### src/rtl/money_disp_pkg.sv
// Shared constants for the money display: 7-segment codes {A..G}, digit count, index width
// and a helper that splits a 0..31 credit into tens and ones.
package money_disp_pkg;

  localparam int NUM_DIGITS = 6;
  localparam int IDX_W      = 3;

  typedef logic [IDX_W-1:0] dig_idx_t;

  typedef struct packed {
    logic [1:0] tens;
    logic [3:0] ones;
  } bcd2_t;

  localparam logic [6:0] SEG_CODE_0 = 7'b1111110;
  localparam logic [6:0] SEG_CODE_1 = 7'b0110000;
  localparam logic [6:0] SEG_CODE_2 = 7'b1101101;
  localparam logic [6:0] SEG_CODE_3 = 7'b1111001;
  localparam logic [6:0] SEG_CODE_4 = 7'b0110011;
  localparam logic [6:0] SEG_CODE_5 = 7'b1011011;
  localparam logic [6:0] SEG_CODE_6 = 7'b1011111;
  localparam logic [6:0] SEG_CODE_7 = 7'b1110010;
  localparam logic [6:0] SEG_CODE_8 = 7'b1111111;
  localparam logic [6:0] SEG_CODE_9 = 7'b1111011;
  localparam logic [6:0] SEG_BLANK  = 7'b0000000;

  // Credit never exceeds 31, so three compares replace a real divider.
  function automatic bcd2_t split_money(input logic [4:0] v);
    bcd2_t b;
    if (v >= 5'd30) begin
      b.tens = 2'd3;
      b.ones = 4'(v - 5'd30);
    end else if (v >= 5'd20) begin
      b.tens = 2'd2;
      b.ones = 4'(v - 5'd20);
    end else if (v >= 5'd10) begin
      b.tens = 2'd1;
      b.ones = 4'(v - 5'd10);
    end else begin
      b.tens = 2'd0;
      b.ones = v[3:0];
    end
    return b;
  endfunction

endpackage

### src/rtl/seg7_decode.sv
// Combinational BCD-plus-blank to 7-segment {A..G} decoder, active-high segments.
// Codes 10..15 decode to blank so stray values never light a pattern.
module seg7_decode
  import money_disp_pkg::*;
(
  input  logic [3:0] bcd,
  input  logic       blank,
  output logic [6:0] seg
);

  always_comb begin
    seg = SEG_BLANK;
    if (!blank) begin
      case (bcd)
        4'd0:    seg = SEG_CODE_0;
        4'd1:    seg = SEG_CODE_1;
        4'd2:    seg = SEG_CODE_2;
        4'd3:    seg = SEG_CODE_3;
        4'd4:    seg = SEG_CODE_4;
        4'd5:    seg = SEG_CODE_5;
        4'd6:    seg = SEG_CODE_6;
        4'd7:    seg = SEG_CODE_7;
        4'd8:    seg = SEG_CODE_8;
        4'd9:    seg = SEG_CODE_9;
        default: seg = SEG_BLANK;
      endcase
    end
  end

endmodule

### src/rtl/money_disp_scan.sv
// Six-digit multiplexed scan of the credit value (0..31, decimal, leading zero suppressed).
// Tear-free per-frame snapshot; BUSY blinking only when MONEY_DISP_BLINK_EN is defined.
module money_disp_scan
  import money_disp_pkg::*;
#(
  parameter int SCAN_DIV     = 100000,
  parameter int DEAD_CYC     = 16,
  parameter int BLINK_FRAMES = 40
) (
  input  logic       CLK,
  input  logic       RSTB,
  input  logic [4:0] MONEY,
  input  logic       BUSY,
  output logic [5:0] DIGIT,
  output logic [6:0] SEG,
  output logic       SEG_DP
);

  localparam int CNT_W = $clog2(SCAN_DIV);

  logic [CNT_W-1:0] slot_cnt, slot_cnt_nxt;
  dig_idx_t         dig_idx, dig_idx_nxt;
  logic             slot_end, frame_end;

  logic [4:0] money_s1, money_s2;
  logic [4:0] snap, snap_nxt;
  logic       first_ld;
  logic       hid_nxt;

  bcd2_t            bcd;
  logic [3:0]       dec_bcd;
  logic             dec_blank;
  logic [6:0]       dec_seg;
  logic             vis;
  logic [NUM_DIGITS-1:0] one_hot;

  assign slot_end  = (slot_cnt == CNT_W'(SCAN_DIV - 1));
  assign frame_end = slot_end && (dig_idx == dig_idx_t'(NUM_DIGITS - 1));

  always_comb begin
    slot_cnt_nxt = slot_end ? '0 : slot_cnt + CNT_W'(1);
    dig_idx_nxt  = dig_idx;
    if (frame_end)
      dig_idx_nxt = '0;
    else if (slot_end)
      dig_idx_nxt = dig_idx + dig_idx_t'(1);
  end

  // Synchronizer runs without reset so it already holds MONEY when RSTB releases,
  // letting the post-reset snapshot load on the very first edge.
  always_ff @(posedge CLK) begin
    money_s1 <= MONEY;
    money_s2 <= money_s1;
  end

  assign snap_nxt = (first_ld || frame_end) ? money_s2 : snap;

  always_ff @(posedge CLK or negedge RSTB) begin
    if (!RSTB) begin
      slot_cnt <= '0;
      dig_idx  <= '0;
      snap     <= '0;
      first_ld <= 1'b1;
    end else begin
      slot_cnt <= slot_cnt_nxt;
      dig_idx  <= dig_idx_nxt;
      snap     <= snap_nxt;
      first_ld <= 1'b0;
    end
  end

`ifdef MONEY_DISP_BLINK_EN
  localparam int BF_W = $clog2(BLINK_FRAMES + 1);

  logic            busy_s1, busy_s2;
  logic [BF_W-1:0] blink_cnt, blink_cnt_nxt;
  logic            blink_hid;

  always_ff @(posedge CLK) begin
    busy_s1 <= BUSY;
    busy_s2 <= busy_s1;
  end

  // Visibility only changes at frame boundaries, so a frame is either fully lit or fully dark.
  always_comb begin
    blink_cnt_nxt = blink_cnt;
    hid_nxt       = blink_hid;
    if (frame_end) begin
      if (!busy_s2) begin
        blink_cnt_nxt = '0;
        hid_nxt       = 1'b0;
      end else if (blink_cnt == BF_W'(BLINK_FRAMES - 1)) begin
        blink_cnt_nxt = '0;
        hid_nxt       = ~blink_hid;
      end else begin
        blink_cnt_nxt = blink_cnt + BF_W'(1);
      end
    end
  end

  always_ff @(posedge CLK or negedge RSTB) begin
    if (!RSTB) begin
      blink_cnt <= '0;
      blink_hid <= 1'b0;
    end else begin
      blink_cnt <= blink_cnt_nxt;
      blink_hid <= hid_nxt;
    end
  end
`else
  logic unused_busy;
  assign unused_busy = BUSY;
  assign hid_nxt     = 1'b0;
`endif

  // Outputs are decoded from next-state so DIGIT/SEG line up with the slot counter.
  assign bcd = split_money(snap_nxt);

  always_comb begin
    dec_bcd   = '0;
    dec_blank = 1'b1;
    case (dig_idx_nxt)
      dig_idx_t'(0): begin
        dec_bcd   = bcd.ones;
        dec_blank = 1'b0;
      end
      dig_idx_t'(1): begin
        dec_bcd   = {2'b00, bcd.tens};
        dec_blank = (bcd.tens == 2'd0);
      end
      default: begin
        dec_bcd   = '0;
        dec_blank = 1'b1;
      end
    endcase
  end

  seg7_decode u_seg7_decode (
    .bcd   (dec_bcd),
    .blank (dec_blank),
    .seg   (dec_seg)
  );

  assign vis     = (slot_cnt_nxt >= CNT_W'(DEAD_CYC)) && !hid_nxt;
  assign one_hot = NUM_DIGITS'(1) << dig_idx_nxt;

  always_ff @(posedge CLK or negedge RSTB) begin
    if (!RSTB) begin
      DIGIT <= '0;
      SEG   <= SEG_BLANK;
    end else begin
      DIGIT <= vis ? one_hot : '0;
      SEG   <= vis ? dec_seg : SEG_BLANK;
    end
  end

  assign SEG_DP = 1'b0;

endmodule

### config.mk
export PLATFORM = sky130hd
export DESIGN_NAME = money_disp_scan
export DESIGN_NICKNAME = d
export VERILOG_FILES = /design/src/rtl/money_disp_pkg.sv /design/src/rtl/seg7_decode.sv /design/src/rtl/money_disp_scan.sv
export SDC_FILE = /design/constraint.sdc
export NUM_CORES = 1
export LEC_CHECK = 0
export CORE_ASPECT_RATIO = 0.75
export CORE_MARGIN = 5
export CORE_UTILIZATION = 45
export DETAILED_ROUTE_END_ITERATION = 7
export GPL_TIMING_DRIVEN = 1
export PLACE_DENSITY_LB_ADDON = 0.15
export SLEW_MARGIN = 30
export SYNTH_ARGS = -nofsm -noshare
export SYNTH_HDL_FRONTEND = slang
export SYNTH_SLANG_ARGS = --single-unit
### constraint.sdc
create_clock -name CLK -period 6.38 [get_ports CLK]
set_input_delay 1.914 -clock CLK [delete_from_list [all_inputs] [get_ports CLK]]
set_output_delay 1.914 -clock CLK [all_outputs]
set_load 0.005 [all_outputs]
==> results of run 1 <==
==> placed cells by master (no fill, tap or decap), types with 3 or more instances in the layout <==
| master | count |
|---|---|
| sky130_fd_sc_hd__dfrtp_1 | 38 |
| sky130_fd_sc_hd__nor2_1 | 22 |
| sky130_fd_sc_hd__clkdlybuf4s50_1 | 18 |
| sky130_fd_sc_hd__inv_1 | 17 |
| sky130_fd_sc_hd__nand2_1 | 14 |
| sky130_fd_sc_hd__xor2_1 | 12 |
| sky130_fd_sc_hd__ha_1 | 10 |
| sky130_fd_sc_hd__dfxtp_1 | 10 |
| sky130_fd_sc_hd__o21ai_0 | 9 |
| sky130_fd_sc_hd__a21oi_1 | 9 |
| sky130_fd_sc_hd__nand3_1 | 8 |
| sky130_fd_sc_hd__mux2i_1 | 8 |
| sky130_fd_sc_hd__xnor2_1 | 7 |
| sky130_fd_sc_hd__nor3_1 | 7 |
| sky130_fd_sc_hd__clkbuf_8 | 6 |
| sky130_fd_sc_hd__and3_1 | 4 |
| sky130_fd_sc_hd__a31oi_1 | 4 |
| sky130_fd_sc_hd__nand4_1 | 3 |
| sky130_fd_sc_hd__and2_1 | 3 |
| sky130_fd_sc_hd__nand2b_1 | 3 |
| sky130_fd_sc_hd__mux2i_2 | 3 |
| sky130_fd_sc_hd__mux2_2 | 3 |
==> metrics by stage <==
stage,instances,instance area [um2],utilization (%)
floorplan,248,2570,-
global placement,338,2820,51.9
detailed placement,338,2820,51.9
CTS,346,2920,53.7
global route,346,2920,53.7
finish,346,2920,53.7
==> cells by family (layout without fill, tap and decap cells) <==
group | Yosys count | count (layout)
multiplexers | 15 | 15
adder cells (fa/ha/maj) | 10 | 10
other | 1 | 2
AO/OA/AOI/OAI | 46 | 46
XOR/XNOR | 19 | 19
flip-flops | 49 | 49
buffers and inverters | 23 | 46
AND/OR/NAND/NOR | 84 | 84
==> sequential cells by signal (all words and copies together) (netlist names) <==
name      count
money_s2      5
snap          5
DIGIT         6
SEG           7
slot_cnt     17
dig_idx       3
first_ld      1
money_s1      5
==> worst max path at each step <==
stage	cells after the start	endpoint	slack (ns)
after floorplan	16	SEG[2]$_DFF_PN0_	2.30
final	15	SEG[2]$_DFF_PN0_	1.73
after global routing	16	SEG[2]$_DFF_PN0_	1.38
after detailed placement	15	SEG[2]$_DFF_PN0_	1.76
after global placement	15	SEG[2]$_DFF_PN0_	1.83
after CTS	16	SEG[2]$_DFF_PN0_	1.73
==> area by class of cell <==
class	count	area, um2	area share [%]
Multi-Input combinational cell	176	1300	44.3
Sequential cell	49	1180	40.3
Timing Repair Buffer	19	188	6.42
Tap cell	75	93.8	3.21
Clock buffer	6	82.6	2.83
Inverter	19	71.3	2.44
Clock inverter	2	13.8	0.471
==> critical path, stage by stage, from the launching register on <==
cell and delay [ns]:
sky130_fd_sc_hd__dfrtp_1 0.45, sky130_fd_sc_hd__ha_1 0.30, sky130_fd_sc_hd__nand4bb_1 0.19, sky130_fd_sc_hd__nor3_4 0.07, sky130_fd_sc_hd__a31oi_4 0.54, sky130_fd_sc_hd__mux2_2 0.46, sky130_fd_sc_hd__ha_1 0.26, sky130_fd_sc_hd__a22o_1 0.26
sky130_fd_sc_hd__or4bb_1 0.47, sky130_fd_sc_hd__o31ai_1 0.16, sky130_fd_sc_hd__a21oi_1 0.13, sky130_fd_sc_hd__a31oi_1 0.39, sky130_fd_sc_hd__ha_1 0.23, sky130_fd_sc_hd__inv_1 0.05, sky130_fd_sc_hd__or4_1 0.51, sky130_fd_sc_hd__o21ai_1 0.09
==> layer usage <==
metal / vias up / wire, um / global-route usage, %
met4: 0 / 45 / 4.15
li1: 918 / - / -
met5: - / 0 / 0
met1: 818 / 2740 / 22.7
met3: 4 / 367 / 5.22
met2: 46 / 1890 / 21.4
==> power breakdown <==
group	leakage [nW]	total, W	switching [W]	internal, W
combinational	0.678	0.000131	0.0000636	0.0000676
sequential	0.579	0.000341	0.00000943	0.000331
clock	0.0512	0.000195	0.000107	0.0000881
==> metrics.txt, run 1 <==
# TYPE chip_impl_metric gauge
chip_impl_metric{name="placement.io_buffers",unit=""} 19
chip_impl_metric{name="yosysTopAreaCellShare",unit="%"} 37.0
chip_impl_metric{name="reg2regPathDepth",unit=""} 15
chip_impl_metric{name="ioPinCount",unit=""} 22
chip_impl_metric{name="die_area",unit="mm2"} 0.00734
chip_impl_metric{name="antenna_left",unit=""} 0
chip_impl_metric{name="congestion_overflow_gr",unit=""} 0
chip_impl_metric{name="final_power",unit="W"} 0.000666
chip_impl_info{name="crit_path_end_kind",value="register"} 1
chip_impl_metric{name="number_of_antenna_violations_at_the_first_check_in_global_routing",unit=""} 0
chip_impl_info{name="unrepaired_setup_endpoints_after_global_routing",value="no"} 1
chip_impl_metric{name="post_synth_xor_area_fraction",unit="%"} 6.47
chip_impl_metric{name="die_width",unit="um"} 97.3
chip_impl_info{name="critical_path.reg2reg.endpoint",value="SEG[2]$_DFF_PN0_"} 1
chip_impl_metric{name="drt-initial-drc-count",unit=""} 119
chip_impl_info{name="origin_of_the_critical_flop_to_flop_path",value="slot_cnt[0]$_DFF_PN0_"} 1
chip_impl_metric{name="post-cts-setup-buffers",unit=""} 0
chip_impl_metric{name="wl_per_cell",unit="um"} 14.6
chip_impl_info{name="worst_hold_path.endpoint",value="money_s2[0]$_DFF_P_"} 1
chip_impl_metric{name="critPathArrivalTime",unit="ns"} 4.88
chip_impl_metric{name="pre_cts_slack",unit="ns"} 1.76
chip_impl_metric{name="max-slew-margin-rel",unit="%"} 57.1
chip_impl_metric{name="ys.warnings.count",unit=""} 0
chip_impl_metric{name="groute.usage.overall",unit="%"} 15.3
chip_impl_metric{name="drt_pass1_iterations",unit=""} 4
chip_impl_metric{name="totalWireLength",unit="um"} 5040
chip_impl_metric{name="mappedNetlistArea",unit="mm2"} 0.00257
chip_impl_info{name="startpoint",value="slot_cnt[0]$_DFF_PN0_"} 1
chip_impl_metric{name="timing.max_cap.violations",unit=""} 0
chip_impl_info{name="netlist_top_cells_count",value="sky130_fd_sc_hd__dfrtp_1 (38), sky130_fd_sc_hd__nor2_1 (22), sky130_fd_sc_hd__inv_1 (17), sky130_fd_sc_hd__nand2_1 (14), sky130_fd_sc_hd__xor2_1 (12)"} 1
chip_impl_metric{name="synthMuxAreaShare",unit="%"} 6.91
chip_impl_metric{name="count_of_flip_flops_with_a_built_in_enable_after_synthesis",unit=""} 0
chip_impl_info{name="startpoint_to_endpoint_class_of_the_critical_path",value="register to register"} 1
chip_impl_metric{name="synthesis.area_per_instance",unit="um2"} 10.4
chip_impl_metric{name="hold_ws",unit="ns"} 0.333
chip_impl_metric{name="grt_max_degree",unit=""} 40
chip_impl_info{name="synth_top_area_cell",value="sky130_fd_sc_hd__dfrtp_1"} 1
chip_impl_metric{name="async_flop_share",unit="%"} 79.6
chip_impl_info{name="cts_tree",value="yes"} 1
chip_impl_metric{name="hold_vio_cnt_final",unit=""} 0
chip_impl_metric{name="ctsLongestPathBuffers",unit=""} 2
chip_impl_metric{name="report.final.slew_viol_count",unit=""} 0
chip_impl_info{name="yosys-top-cells-area",value="sky130_fd_sc_hd__dfrtp_1 (37%), sky130_fd_sc_hd__dfxtp_1 (7.8%), sky130_fd_sc_hd__ha_1 (4.9%)"} 1
chip_impl_metric{name="timing.final.setup_violations",unit=""} 0
chip_impl_metric{name="detailroute.via_count",unit=""} 1786
chip_impl_metric{name="cts_repair_resize_count",unit=""} 0
chip_impl_metric{name="max_clock_freq",unit="MHz"} 215
chip_impl_metric{name="fp.dieH",unit="um"} 75.5
chip_impl_metric{name="final_critical_path_setup_slack",unit="ns"} 1.73
chip_impl_metric{name="effective_utilization_at_floorplan",unit="%"} 47.3
chip_impl_metric{name="timing.hold.worst_path_depth",unit=""} 0
chip_impl_info{name="synth-main-ff-cell",value="sky130_fd_sc_hd__dfrtp_1"} 1
chip_impl_metric{name="rrSetupSlack",unit="ns"} 1.73
chip_impl_info{name="yosys.cell_count.top_type",value="sky130_fd_sc_hd__dfrtp_1"} 1
chip_impl_info{name="cts.root.buffer_cell",value="sky130_fd_sc_hd__clkbuf_8"} 1
chip_impl_metric{name="grt_first_pass_wirelength",unit="um"} 8830
chip_impl_metric{name="synthesis_stage_register_bit_count",unit=""} 49
chip_impl_metric{name="timing.final.crit_period",unit="ns"} 4.65
chip_impl_info{name="worstHoldStart",value="money_s1[0]$_DFF_P_"} 1
chip_impl_metric{name="clk_transition_reported_paths",unit="ns"} 0.10
chip_impl_metric{name="yosys.area_share.simple",unit="%"} 18.6
chip_impl_metric{name="worst_ep_required_time",unit="ns"} 6.61
chip_impl_metric{name="fraction_of_final_layout_cells_sized_beyond_drive_strength_1",unit="%"} 11.1
chip_impl_metric{name="floorplan.core_area",unit="mm2"} 0.00544
chip_impl_metric{name="worst-path-max-fanout",unit=""} 17
chip_impl_metric{name="insertedDiodeCount",unit=""} 0
chip_impl_metric{name="post_synth_cell_types",unit=""} 62
chip_impl_info{name="outcome",value="complete, no violations"} 1
chip_impl_metric{name="place_congestion",unit=""} 0.868
chip_impl_metric{name="cts-buffers-inserted",unit=""} 5
chip_impl_metric{name="num-fill-cells",unit=""} 479
chip_impl_metric{name="drc_errors",unit=""} 0
chip_impl_metric{name="powerDensity",unit="mW/mm2"} 228
chip_impl_metric{name="ys_seq_area_share",unit="%"} 45.8
chip_impl_metric{name="finClkSkew",unit="ns"} 0.0104
chip_impl_metric{name="layout_worst_path_cycle_share",unit="%"} 72.9
chip_impl_info{name="critPathLaunchType",value="register"} 1
chip_impl_info{name="hold_path.class",value="register to register"} 1
chip_impl_metric{name="finalNetCount",unit=""} 288
chip_impl_metric{name="h_tree_levels",unit=""} 2
chip_impl_metric{name="synth_fa_ha_area_share",unit="%"} 4.87
chip_impl_metric{name="placement_rows",unit=""} 23
chip_impl_metric{name="worstSkewPairLatency",unit="ns"} 0.30
chip_impl_info{name="dominant_combinational_cell_family_by_area_after_synthesis",value="simple AND/OR/NAND/NOR gates"} 1
chip_impl_metric{name="post_synth_inst_count",unit=""} 247
chip_impl_metric{name="cts.sink_count",unit=""} 49
chip_impl_metric{name="ctsHoldBuffers",unit=""} 0
chip_impl_metric{name="synth_compound_gate_area_share",unit="%"} 13.3
chip_impl_metric{name="syn2layout_area_growth",unit="%"} 13.7
chip_impl_metric{name="timing_worst_slew_pin_value",unit="ns"} 0.643
chip_impl_metric{name="grt_pass1_vias",unit=""} 1756
chip_impl_metric{name="dp_hpwl",unit="um"} 3700
chip_impl_metric{name="static-leakage-power",unit="nW"} 1.31
chip_impl_metric{name="worst_ir_drop_vdd",unit="uV"} 142
chip_impl_metric{name="fin_setup_tns",unit="ns"} 0
chip_impl_metric{name="via_per_inst",unit=""} 5.16
No activity file was read; power rests on OpenSTA's default activity.
==> inputs of run 2 (changes only) <==
Clock period 6.38 ns to 4.5 ns, I/O delays scaled along.
==> run 2 against run 1 <==
  * Combinational power increased by 48%
  * Worst hold slack got worse by 0.00094 ns
  * First-iteration DRC count decreased by 19%
  * Fmax increased by 10%
  * Critical path depth decreased by 1
  * Register-to-register slack got worse by 1.5 ns
  * Die area unchanged
  * Worst setup slack got worse by 1.5 ns
  * Critical endpoint unchanged
  * Largest power group unchanged
==> metrics.txt, run 2 (same netlist as run 1, synthesis figures left out) <==
# TYPE chip_impl_metric gauge
chip_impl_info{name="outcome",value="complete, no violations"} 1
chip_impl_metric{name="ctsHoldBuffers",unit=""} 0
chip_impl_info{name="crit_family",value="simple AND/OR/NAND/NOR gates"} 1
chip_impl_info{name="worst_hold_path.endpoint",value="money_s2[0]$_DFF_P_"} 1
chip_impl_metric{name="fp.dieH",unit="um"} 75.5
chip_impl_info{name="cpMaxStageDelayCell",value="sky130_fd_sc_hd__or4_1"} 1
chip_impl_metric{name="timing.hold.worst_path_depth",unit=""} 0
chip_impl_metric{name="drc_errors",unit=""} 0
chip_impl_metric{name="dp_hpwl",unit="um"} 3810
chip_impl_info{name="origin_of_the_critical_flop_to_flop_path",value="slot_cnt[8]$_DFF_PN0_"} 1
chip_impl_metric{name="finalNetCount",unit=""} 299
chip_impl_info{name="cts.root.buffer_cell",value="sky130_fd_sc_hd__clkbuf_8"} 1
chip_impl_info{name="unrepaired_setup_endpoints_after_global_routing",value="no"} 1
chip_impl_info{name="worstPathCellList",value="or3_4 -> nor3_4 -> a31oi_4 -> mux2_2 -> ha_1 -> a22o_1 -> or4bb_1 -> o31ai_1 -> a21oi_1 -> a31oi_1 -> ha_1 -> inv_1 -> or4_1 -> o21ai_1"} 1
chip_impl_metric{name="via_per_inst",unit=""} 5.31
chip_impl_metric{name="hold_vio_cnt_final",unit=""} 0
chip_impl_info{name="startpoint",value="slot_cnt[8]$_DFF_PN0_"} 1
chip_impl_metric{name="detailroute.via_count",unit=""} 1896
chip_impl_metric{name="pre_cts_slack",unit="ns"} 0.190
chip_impl_info{name="largest_register",value="slot_cnt"} 1
chip_impl_metric{name="layout_worst_path_cycle_share",unit="%"} 93.8
chip_impl_metric{name="critical_path_buf_inv_count",unit=""} 1
chip_impl_metric{name="drt_pass1_iterations",unit=""} 4
chip_impl_metric{name="totalWireLength",unit="um"} 5410
chip_impl_metric{name="h_tree_levels",unit=""} 2
chip_impl_metric{name="power_frac_comb",unit="%"} 20.6
chip_impl_metric{name="cts.sink_count",unit=""} 49
chip_impl_metric{name="floorplan.core_area",unit="mm2"} 0.00544
chip_impl_metric{name="power.share.switching",unit="%"} 27.7
chip_impl_metric{name="congestion_overflow_gr",unit=""} 0
chip_impl_metric{name="ctsLongestPathBuffers",unit=""} 2
chip_impl_metric{name="drt-initial-drc-count",unit=""} 96
chip_impl_metric{name="reg2regPathDepth",unit=""} 14
chip_impl_info{name="most-common-layout-cells",value="sky130_fd_sc_hd__dfrtp_1 (38), sky130_fd_sc_hd__nor2_1 (22), sky130_fd_sc_hd__clkdlybuf4s50_1 (18)"} 1
chip_impl_metric{name="wl_per_cell",unit="um"} 15.1
chip_impl_metric{name="worst_ep_required_time",unit="ns"} 4.73
chip_impl_info{name="mostFrequentLayoutCell",value="sky130_fd_sc_hd__dfrtp_1"} 1
chip_impl_metric{name="worstSkewPairLatency",unit="ns"} 0.31
chip_impl_info{name="cp_common_cell",value="sky130_fd_sc_hd__ha_1"} 1
chip_impl_metric{name="max_clock_freq",unit="MHz"} 237
chip_impl_metric{name="fin_setup_tns",unit="ns"} 0
chip_impl_metric{name="die_width",unit="um"} 97.3
chip_impl_metric{name="cts-buffers-inserted",unit=""} 5
chip_impl_metric{name="fraction_of_final_layout_cells_sized_beyond_drive_strength_1",unit="%"} 14.2
chip_impl_metric{name="timing.final.crit_period",unit="ns"} 4.22
chip_impl_metric{name="final_power",unit="W"} 0.000942
chip_impl_metric{name="max-slew-margin-rel",unit="%"} 61.2
chip_impl_metric{name="timing_worst_slew_pin_value",unit="ns"} 0.577
chip_impl_metric{name="powerDensity",unit="mW/mm2"} 313
chip_impl_metric{name="effective_utilization_at_floorplan",unit="%"} 47.3
chip_impl_metric{name="seq_power_share",unit="%"} 51.4
chip_impl_metric{name="finClkSkew",unit="ns"} 0.0186
chip_impl_metric{name="rrSetupSlack",unit="ns"} 0.28
chip_impl_metric{name="antenna_left",unit=""} 0
chip_impl_metric{name="net-switching-power",unit="W"} 0.000261
chip_impl_info{name="cts_tree",value="yes"} 1
chip_impl_metric{name="final_critical_path_setup_slack",unit="ns"} 0.278
chip_impl_info{name="largestRegisters",value="slot_cnt x17, SEG x7, DIGIT x6"} 1
chip_impl_metric{name="syn2layout_area_growth",unit="%"} 17.1
chip_impl_metric{name="insertedDiodeCount",unit=""} 0
chip_impl_metric{name="placed_cells_incl_taps",unit=""} 343
chip_impl_metric{name="static-leakage-power",unit="nW"} 1.35
chip_impl_metric{name="proportion_of_power_drawn_by_the_clock_network",unit="%"} 28.1
chip_impl_metric{name="number_of_antenna_violations_at_the_first_check_in_global_routing",unit=""} 0
chip_impl_metric{name="largest_register_ffs",unit=""} 17
chip_impl_metric{name="groute.usage.overall",unit="%"} 15.3
chip_impl_metric{name="timing.critical_path.slowest_cell_delay",unit="ns"} 0.51
chip_impl_metric{name="placement_rows",unit=""} 23
chip_impl_info{name="critPathLaunchType",value="register"} 1
chip_impl_metric{name="instances_no_fill",unit=""} 357
chip_impl_metric{name="ioPinCount",unit=""} 22
chip_impl_info{name="worstHoldStart",value="money_s1[0]$_DFF_P_"} 1
chip_impl_info{name="crit_path_end_kind",value="register"} 1
chip_impl_metric{name="place_congestion",unit=""} 0.815
chip_impl_metric{name="timing.final.setup_violations",unit=""} 0
chip_impl_metric{name="grt_pass1_vias",unit=""} 1805
chip_impl_metric{name="clk_transition_reported_paths",unit="ns"} 0.10
chip_impl_metric{name="placement.io_buffers",unit=""} 19
chip_impl_metric{name="worst-path-max-fanout",unit=""} 6
chip_impl_info{name="hold_path.class",value="register to register"} 1
chip_impl_info{name="startpoint_to_endpoint_class_of_the_critical_path",value="register to register"} 1
chip_impl_metric{name="grt_first_pass_wirelength",unit="um"} 8930
chip_impl_metric{name="critPathArrivalTime",unit="ns"} 4.46
chip_impl_metric{name="timing.max_cap.violations",unit=""} 0
chip_impl_metric{name="report.final.slew_viol_count",unit=""} 0
chip_impl_metric{name="power.internal",unit="W"} 0.000681
chip_impl_info{name="critical_path.reg2reg.endpoint",value="SEG[2]$_DFF_PN0_"} 1
chip_impl_metric{name="die_area",unit="mm2"} 0.00734
chip_impl_metric{name="worst_ir_drop_vdd",unit="uV"} 142
chip_impl_metric{name="grt_max_degree",unit=""} 40
==> run 2: through the flow <==
stage,area (um2),hold slack [ns],util (%)
floorplan,2570,0.310,-
detailed placement,2860,0.315,52.6
global route,3010,0.337,55.4
finish,3010,0.332,55.4
CTS,2950,0.335,54.2
global placement,2860,0.313,52.6
==> run 2: metal layers <==
metal / routed length, um / vias to the layer above / share of wire, % / GRT usage [%]
li1: - / 944 / - / -
met1: 2900 / 894 / 54 / 23.3
met2: 2080 / 48 / 39 / 20.9
met3: 347 / 10 / 6.4 / 4.30
met4: 76 / 0 / 1.4 / 4.61
met5: 0 / - / 0 / 0
==> run 2: how the worst max path moves through the flow <==
stage / end / slack, ns / cells past startpoint
4_1_cts: SEG[2]$_DFF_PN0_ / 0.16 / 15
2_1_floorplan: SEG[2]$_DFF_PN0_ / 0.42 / 16
3_5_place_dp: SEG[2]$_DFF_PN0_ / 0.19 / 15
5_1_grt: SEG[2]$_DFF_PN0_ / 0.02 / 14
6_report: SEG[2]$_DFF_PN0_ / 0.28 / 14
3_3_place_gp: SEG[2]$_DFF_PN0_ / 0.27 / 15
==> run 2: area by class of cell <==
class	instances	area [um2]
inverters	19	71.3
clock inverters	2	16.3
well taps	75	93.8
clock buffers	6	72.6
fillers	478	2430
repair buffers	29	263
multi-input cells	177	1320
flip-flops and latches	49	1180
==> run 2: worst register-to-register path, cell delays in order (launching register included) <==
cell                      delay (ns)
sky130_fd_sc_hd__dfrtp_1        0.45
sky130_fd_sc_hd__or3_4          0.42
sky130_fd_sc_hd__nor3_4         0.25
sky130_fd_sc_hd__a31oi_4        0.19
sky130_fd_sc_hd__mux2_2         0.38
sky130_fd_sc_hd__ha_1           0.27
sky130_fd_sc_hd__a22o_1         0.27
sky130_fd_sc_hd__or4bb_1        0.49
sky130_fd_sc_hd__o31ai_1        0.17
sky130_fd_sc_hd__a21oi_1        0.13
sky130_fd_sc_hd__a31oi_1        0.28
sky130_fd_sc_hd__ha_1           0.20
sky130_fd_sc_hd__inv_1          0.05
sky130_fd_sc_hd__or4_1          0.51
sky130_fd_sc_hd__o21ai_1        0.09
==> run 2: repair_timing <==
action / in CTS / in global routing
endpoints found under the setup margin: 0 / 3
resized for setup: 0 / 1
endpoints found under the hold margin: 0 / 0
buffers inserted: 0 / 5
==> run 2: power groups by stage <==
stage	clock (W)	combinational [W]	sequential, W
4_1_cts	0.000269	0.000190	0.000483
5_1_grt	0.000285	0.000215	0.000487
2_1_floorplan	0	0.000108	0.000493
3_5_place_dp	0	0.000189	0.000492
6_report	0.000264	0.000194	0.000484
3_3_place_gp	0	0.000188	0.000491
